==> src/rtl/aes_subshift_serial_if.sv <==
// Valid/ready stream bundle for the SubBytes+ShiftRows stage: state in from
// AddRoundKey, substituted and row-shifted state out to MixColumns.
interface aes_subshift_serial_if;
  logic         in_valid;
  logic         in_ready;
  logic [127:0] in_state;
  logic         out_valid;
  logic         out_ready;
  logic [127:0] out_state;

  modport master (
    output in_valid, in_state, out_ready,
    input  in_ready, out_valid, out_state
  );

  modport slave (
    input  in_valid, in_state, out_ready,
    output in_ready, out_valid, out_state
  );
endinterface

==> src/rtl/aes_subshift_serial.sv <==
// Byte-serial AES SubBytes + ShiftRows: streams the 16 state bytes in ShiftRows
// order through an external (shared) S-box and rebuilds the result in place.
module aes_subshift_serial #(
  parameter int SBOX_LAT = 1
) (
  input  logic                  Clk,
  input  logic                  Rst_n,
  aes_subshift_serial_if.slave  bus,
  output logic [7:0]            sbox_a,
  input  logic [7:0]            sbox_d,
  output logic                  busy
);

  typedef enum logic [1:0] {IDLE, RUN, DONE} state_t;

  state_t              state, state_nxt;
  logic [127:0]        in_buf_p0;
  logic [127:0]        out_state_p1;
  logic [3:0]          issue_cnt;
  logic                issue_done;
  logic [4:0]          cap_cnt;
  logic [SBOX_LAT-1:0] vld_p;
  logic                accept;
  logic                issue;
  logic                capture;

  // Output byte k = 4c + r comes from input byte 4*((c + r) mod 4) + r;
  // the 2-bit column sum wraps naturally.
  function automatic logic [3:0] src_idx(input logic [3:0] k);
    logic [1:0] col;
    col = k[3:2] + k[1:0];
    return {col, k[1:0]};
  endfunction

  function automatic logic [7:0] byte_of(input logic [127:0] s, input logic [3:0] n);
    return s[8*(15-n) +: 8];
  endfunction

  assign accept  = (state == IDLE) && bus.in_valid;
  assign issue   = (state == RUN) && !issue_done;
  assign capture = (state == RUN) && vld_p[SBOX_LAT-1];

  assign bus.in_ready  = (state == IDLE);
  assign bus.out_valid = (state == DONE);
  assign bus.out_state = out_state_p1;
  assign busy          = (state == RUN);

  always_comb begin
    state_nxt = state;
    case (state)
      IDLE:    if (bus.in_valid) state_nxt = RUN;
      RUN:     if (capture && (cap_cnt == 5'd15)) state_nxt = DONE;
      DONE:    if (bus.out_ready) state_nxt = IDLE;
      default: state_nxt = IDLE;
    endcase
  end

  // Stage p0: input buffer, loaded only on the accepting edge
  always_ff @(posedge Clk) begin
    if (accept) in_buf_p0 <= bus.in_state;
  end

  // Stage p1: issue to the S-box, then capture SBOX_LAT cycles later
  always_ff @(posedge Clk or negedge Rst_n) begin
    if (!Rst_n) begin
      state        <= IDLE;
      issue_cnt    <= '0;
      issue_done   <= 1'b0;
      cap_cnt      <= '0;
      vld_p        <= '0;
      sbox_a       <= '0;
      out_state_p1 <= '0;
    end else begin
      state    <= state_nxt;
      vld_p[0] <= issue;
      for (int i = 1; i < SBOX_LAT; i++) vld_p[i] <= vld_p[i-1];

      if (accept) begin
        issue_cnt  <= '0;
        issue_done <= 1'b0;
        cap_cnt    <= '0;
      end

      if (issue) begin
        sbox_a <= byte_of(in_buf_p0, src_idx(issue_cnt));
        // Counter parks at 15 rather than wrapping; the flag ends issuing.
        if (issue_cnt == 4'd15) issue_done <= 1'b1;
        else                    issue_cnt  <= issue_cnt + 4'd1;
      end

      if (capture) begin
        out_state_p1[8*(15-cap_cnt[3:0]) +: 8] <= sbox_d;
        cap_cnt <= cap_cnt + 5'd1;
      end
    end
  end

endmodule

==> src/flat_wrapper.sv <==
// flat-port wrapper written by rule: the top's interface ports become plain ports
module aes_subshift_serial_flat 
#(
  parameter int SBOX_LAT = 1
)
  (Clk, Rst_n, sbox_a, sbox_d, busy, bus_in_valid, bus_in_state, bus_out_ready, bus_in_ready, bus_out_valid, bus_out_state);
  aes_subshift_serial_if bus_i ();
  input  logic Clk;
  input  logic Rst_n;
  output logic [7:0] sbox_a;
  input  logic [7:0] sbox_d;
  output logic busy;
  input wire logic [$bits(bus_i.in_valid)-1:0] bus_in_valid;
  input wire logic [$bits(bus_i.in_state)-1:0] bus_in_state;
  input wire logic [$bits(bus_i.out_ready)-1:0] bus_out_ready;
  output wire logic [$bits(bus_i.in_ready)-1:0] bus_in_ready;
  output wire logic [$bits(bus_i.out_valid)-1:0] bus_out_valid;
  output wire logic [$bits(bus_i.out_state)-1:0] bus_out_state;
  assign bus_i.in_valid = bus_in_valid;
  assign bus_i.in_state = bus_in_state;
  assign bus_i.out_ready = bus_out_ready;
  assign bus_in_ready = bus_i.in_ready;
  assign bus_out_valid = bus_i.out_valid;
  assign bus_out_state = bus_i.out_state;
  aes_subshift_serial #(.SBOX_LAT(SBOX_LAT)) u_core (.Clk(Clk), .Rst_n(Rst_n), .bus(bus_i), .sbox_a(sbox_a), .sbox_d(sbox_d), .busy(busy));
endmodule
==> config.mk <==
export PLATFORM = sky130hd
export DESIGN_NAME = aes_subshift_serial_flat
export DESIGN_NICKNAME = d
export VERILOG_FILES = /design/src/rtl/aes_subshift_serial_if.sv /design/src/rtl/aes_subshift_serial.sv /design/src/flat_wrapper.sv
export SDC_FILE = /design/constraint.sdc
export NUM_CORES = 1
export LEC_CHECK = 0
export ABC_AREA = 1
export CAP_MARGIN = 10
export CORE_MARGIN = 5
export CORE_UTILIZATION = 35
export DETAILED_ROUTE_END_ITERATION = 10
export SLEW_MARGIN = 30
export SYNTH_ARGS = -nofsm -noshare
export SYNTH_HDL_FRONTEND = slang
export SYNTH_SLANG_ARGS = --single-unit
export TNS_END_PERCENT = 10
==> constraint.sdc <==
create_clock -name Clk -period 21.3 [get_ports Clk]
set_clock_uncertainty 0.1 [all_clocks]
set_input_delay 4.26 -clock Clk [delete_from_list [all_inputs] [get_ports Clk]]
set_output_delay 4.26 -clock Clk [all_outputs]
set_load 0.1 [all_outputs]
* Yosys cells after proc, flatten, opt, wreduce, memory -nomap -nowiden
Cells that the tools add are included. Widths: inputs -> output; s select.
Word-level totals: logic and storage cells 45, RAM bits 0, register bits 277, latch bits 0, ROM bits 0, memories kept 0, bits of input ports 140, output and inout port bits 139
Operators by class: add/sub/neg operators 6, reductions and logical operators 8, divide/modulo/power cells 0, bitwise operators 0, multipliers 0, equal/unequal tests 7, shifts and indexed selects 3, $lt $le $gt $ge 0, mux-type cells 13
Operator list (number):
- $bwmux 128 | 1
- $shift 8x34->128 const A | 1
- $shiftx 128x33->8 | 1
- $shiftx 8x34->128 | 1
- $neg 32->34 | 1
- $mux 4 | 3
- $mux 5 | 2
- $sub 4x4->5 const A | 2
- $mux 2 | 3
- $pmux 2 s3 | 1
- $add 5x1->5 const B | 1
- $eq 5x4->1 const B | 1
- $add 4x1->4 const B | 1
- $eq 4x4->1 const B | 1
- $logic_and 1x1->1 | 4
- $ne 2x2->1 const B | 2
- $mux 1 | 3
- $reduce_and 3->1 | 1
- $add 2x2->2 | 1
- $eq 2x1->1 const B | 1
- $eq 2x2->1 const B | 1
- $logic_not 2->1 | 1
- $ne 2x1->1 const B | 1
- $reduce_bool 2->1 | 1
- $logic_not 1->1 | 1

* Longest topological paths before layout
depth after elaboration 5, depth in mapped cells 13, gate-level depth less buffers 11

* Worst setup path before layout
OpenSTA, ideal clock, no wires.
kind input port to flip-flop, from input bus_in_valid, to register u_core.cap_cnt[0], path buffers 0, arrival time 10854 ps, slack 10212 ps, setup time 134 ps, cell stages on the path 5, required time 21066 ps, cell sequence inv_1 nor2_1 inv_1 nand2_1 o21ai_0
On the way: cells in the longest elaborated chain, start to end 2
Ends and longest elaborated chain:
- start: declaration | RTL line flat_wrapper.sv:13 | input wire logic [$bits(bus_i.in_valid)-1:0] bus_in_valid;
- $logic_and 1x1->1 | RTL line aes_subshift_serial.sv:39 | assign accept = (state == IDLE) && bus.in_valid;
- named net u_core.accept | RTL line aes_subshift_serial.sv:23 | logic accept;
- $reduce_bool 2->1 (no line)
- end signal: assignment | RTL line aes_subshift_serial.sv:93 | cap_cnt <= cap_cnt + 5'd1;
- end: declaration | RTL line aes_subshift_serial.sv:21 | logic [4:0] cap_cnt;
The timed path passes the listed nets, and every way through them passes these cells. A chain may end at the register's enable or synchronous reset.

* Final worst setup path
from register u_core.state[1], to output bus_in_ready
On the way: cells in the longest elaborated chain, start to end 1
Ends and longest elaborated chain:
- start: declaration | RTL line aes_subshift_serial.sv:16 | state_t state, state_nxt;
- start signal: assignment | RTL line aes_subshift_serial.sv:74 | state <= state_nxt;
- $logic_not 2->1 | RTL line aes_subshift_serial.sv:43 | assign bus.in_ready = (state == IDLE);
- end: declaration | RTL line flat_wrapper.sv:16 | output wire logic [$bits(bus_i.in_ready)-1:0] bus_in_ready;
Every way passes these cells.

==> summary.log <==
qor: clocking.tritoncts done
qor: clocking.cts_sinks 277
qor: synth.synth_top_area_share 31.7%
qor: critical_path.crit_path_top_delay_cell clkdlybuf4s50_1
qor: layout.multiInputGateArea 3710 µm²
qor: detailed_routing.detailroute.via_count 9317
qor: synth.synth_seq_cells 277
qor: synth.synthesis.nets 1369
qor: layout.count_of_placed_standard_cells_in_the_final_layout_fillers_left_out 1960
qor: layout.finish.net_count 1627
qor: timing.report.final.slew_viol_count 0
qor: critical_path.r2r_slack 17590 ps
qor: synth.synth.largest_area_cell edfxtp_1
qor: placement.placed_cells 1905
qor: global_routing.grtUsageTotal 17.2%
qor: synth.ys_seq_area_share 62.4%
qor: global_routing.first_pass_grt_wire_length 52.9 mm
qor: clocking.cts_repair_resize_count 0
qor: timing.final.min_clock_period 6700 ps
qor: clocking.hold_bufs_at_cts 0
qor: detailed_routing.final_antenna_net_count 0
qor: layout.antennaDiodeCount 0
qor: layout.num-fill-cells 3264
qor: critical_path.required 16940 ps
qor: clocking.clk_latency 550 ps
qor: synth.netlist_top_cells_area edfxtp_1 32%, dfrtp_1 31%, nand2_1 13%
qor: critical_path.worst_r2r_startpoint u_core.cap_cnt[0]
qor: critical_path.critical_path.max_fanout 4
qor: synth.post_synth_num_cell_types 32
qor: timing.worst_slew_pin_slew 1020 ps
qor: critical_path.crit_path_cell_trace inv_1 > nand2_1 > inv_1 > clkdlybuf4s50_1
qor: synth.syn_area 12100 µm²
qor: clocking.clock_tree.root_cell clkbuf_16
qor: global_routing.antenna_found_initial 0
qor: critical_path.max_stage_delay 1150 ps
qor: clocking.post-cts-setup-buffer-count 0
qor: synth.synth_async_sr_flop_share 53.8%
qor: detailed_routing.drt_first_pass_iters 6
qor: clocking.clkTransAtPathRegs 60 ps
qor: synth.ys_dominant_reg_cell dfrtp_1
qor: synth.synth_commonest_cells 415 x nand2_1, 149 x dfrtp_1, 134 x nand3_1, 128 x edfxtp_1, 121 x inv_1
qor: outcome.status completed
qor: critical_path.crit_path_frequent_cell inv_1
qor: timing.setup_tns_final 0 ps
qor: clocking.numCtsBuffers 30
qor: detailed_routing.initialDrtViolationCount 687
qor: min_path.hold_path_startpoint u_core.bus.out_state[35]
qor: floorplan.num_rows 68
qor: floorplan.die_area 38500 µm²
qor: timing.rsz0062_at_grt false
qor: floorplan.placeableCoreArea 34400 µm²
qor: global_routing.grt_max_degree 90
qor: detailed_routing.drc_errors 0
qor: timing.finalSetupViolCount 0
qor: layout.sequential_cell_area 7570 µm²
qor: detailed_routing.avgViaCountPerCell 4.75
qor: floorplan.num_io_pins 279
qor: global_routing.grt_pass1_vias 9258
qor: timing.report.final.hold_viol_count 0
qor: synth.synth-warning-count 0
qor: timing.worst_slew_margin_rel 31.9%
qor: synth.syn_area_per_cell 9.91 µm²
qor: layout.final_design_area_no_fill 16100 µm²
qor: job.max_cap_viol_count 0
qor: critical_path.data_arrival_critical_path 2340 ps
qor: synth.number_of_flops_mapped_to_enable_cells_by_yosys 128
qor: synth.syn_inst 1224
qor: global_routing.global_route.overflow_total 0
qor: placement.post-dp-hpwl 24.0 mm
qor: placement.detailed_place.area 15100 µm²
qor: detailed_routing.drt-wirelength-per-cell 17.4 µm
qor: critical_path.worstReg2RegEnd u_core.bus.out_state[15]
qor: layout.drive_above_1_share 9.30%
qor: critical_path.setup.worst_path.class register to output port
qor: timing.max_freq 149 MHz
qor: min_path.timing.hold.worst.class register to register
qor: critical_path.cp-start-kind register
qor: min_path.holdPathStages 2
qor: floorplan.die_width 196 µm
qor: synth.synthMostInstantiatedCell nand2_1
qor: critical_path.worst_reg_to_reg_cells 9
qor: floorplan.initial_utilization 35.3%
qor: min_path.worstHoldEndpoint u_core.bus.out_state[35]
qor: critical_path.critical_path.endpoint_type output port
qor: floorplan.die_h 196 µm
qor: layout.layout-area-overhead-vs-synth 32.5%
qor: placement.place_congestion 0.817
qor: timing.min_period_over_period 31.5%
qor: clocking.ctsHtreeMaxLevel 1
qor: clocking.cts-root-to-sink-buffers 3
qor: detailed_routing.wl 34.1 mm
qor: placement.place.port_buffers 278
[layout make-up]
type,count,area share [%]
flip-flops and latches,277,47.1
multi-input cells,762,23.1
repair buffers,285,17.2
clock buffers,46,5.50
well taps,455,3.54
inverters,126,2.98
clock inverters,9,0.569
[sequential cells by signal (all words and copies together), names as in the netlist]
name                  cells
u_core.in_buf_p0        128
u_core.issue_cnt          4
u_core.cap_cnt            5
u_core.state              2
u_core.vld_p              1
u_core.bus.out_state    128
u_core.issue_done         1
u_core.sbox_a             8
[stage by stage]
step                setup WS (ps)  util, %  hold slack (ps)
global placement            14440     44.1              354
floorplan                   10210        -              391
global route                14500     46.7              384
finish                      14600     46.7              368
CTS                         14550     46.7              372
detailed placement          14390     43.9              358
[routing by layer]
metal	routed length [µm]	track usage [%]	vias up	share of wire, %
met1	14700	23.1	4386	43
li1	-	-	4537	-
met5	0	0	-	0
met4	1010	5.40	0	3.0
met3	2610	4.40	59	7.7
met2	15800	27.5	335	46
[cells by family after synthesis]
kind of cell,after synthesis,share of synthesized area (%)
adder cells (fa/ha/maj),5,0.516
buffers and inverters,185,7.00
AO/OA/AOI/OAI,92,5.06
flip-flops,277,62.4
AND/OR/NAND/NOR,665,25.0
[worst max-delay path, delay by kind of cell, from the launching register on]
kind,cells,cell delay [ps]
AND/OR/NAND/NOR,1,120
flip-flops,1,350
buffers and inverters,3,1320
[how the worst max path moves through the flow]
stage / startpoint / end / slack, ps / cells after the start
after floorplan: bus_in_valid / u_core.cap_cnt[0] / 10210 / 5
after global placement: bus_in_valid / u_core.in_buf_p0[71] / 14440 / 5
after detailed placement: bus_in_valid / u_core.in_buf_p0[71] / 14390 / 5
after CTS: u_core.state[0] / bus_in_ready / 14550 / 4
after global routing: u_core.state[0] / bus_in_ready / 14500 / 4
final: u_core.state[1] / bus_in_ready / 14600 / 4
[cell usage in the layout, fill, tap and decap left out, types with 4 or more instances in the layout]
| cell | Yosys | final |
|---|---|---|
| buf_4 | 6 | 7 |
| o21ai_1 | 30 | 30 |
| nand3_1 | 134 | 134 |
| nand2_4 | 10 | 10 |
| nor2_1 | 41 | 40 |
| edfxtp_1 | 128 | 128 |
| dfrtp_1 | 149 | 148 |
| nand3_2 | 4 | 4 |
| nand4_1 | 41 | 41 |
| clkinv_1 | 0 | 5 |
| clkdlybuf4s50_1 | 0 | 261 |
| clkbuf_1 | 16 | 11 |
| nand2_1 | 415 | 415 |
| ha_1 | 5 | 5 |
| nor2_4 | 3 | 4 |
| clkbuf_16 | 0 | 32 |
| o21ai_2 | 38 | 38 |
| buf_2 | 17 | 16 |
| o22ai_1 | 5 | 5 |
| o21ai_0 | 17 | 17 |
| inv_1 | 121 | 121 |
Power is not shown: default switching activity piles up to over one toggle a cycle in this logic, so the estimate is an artifact.
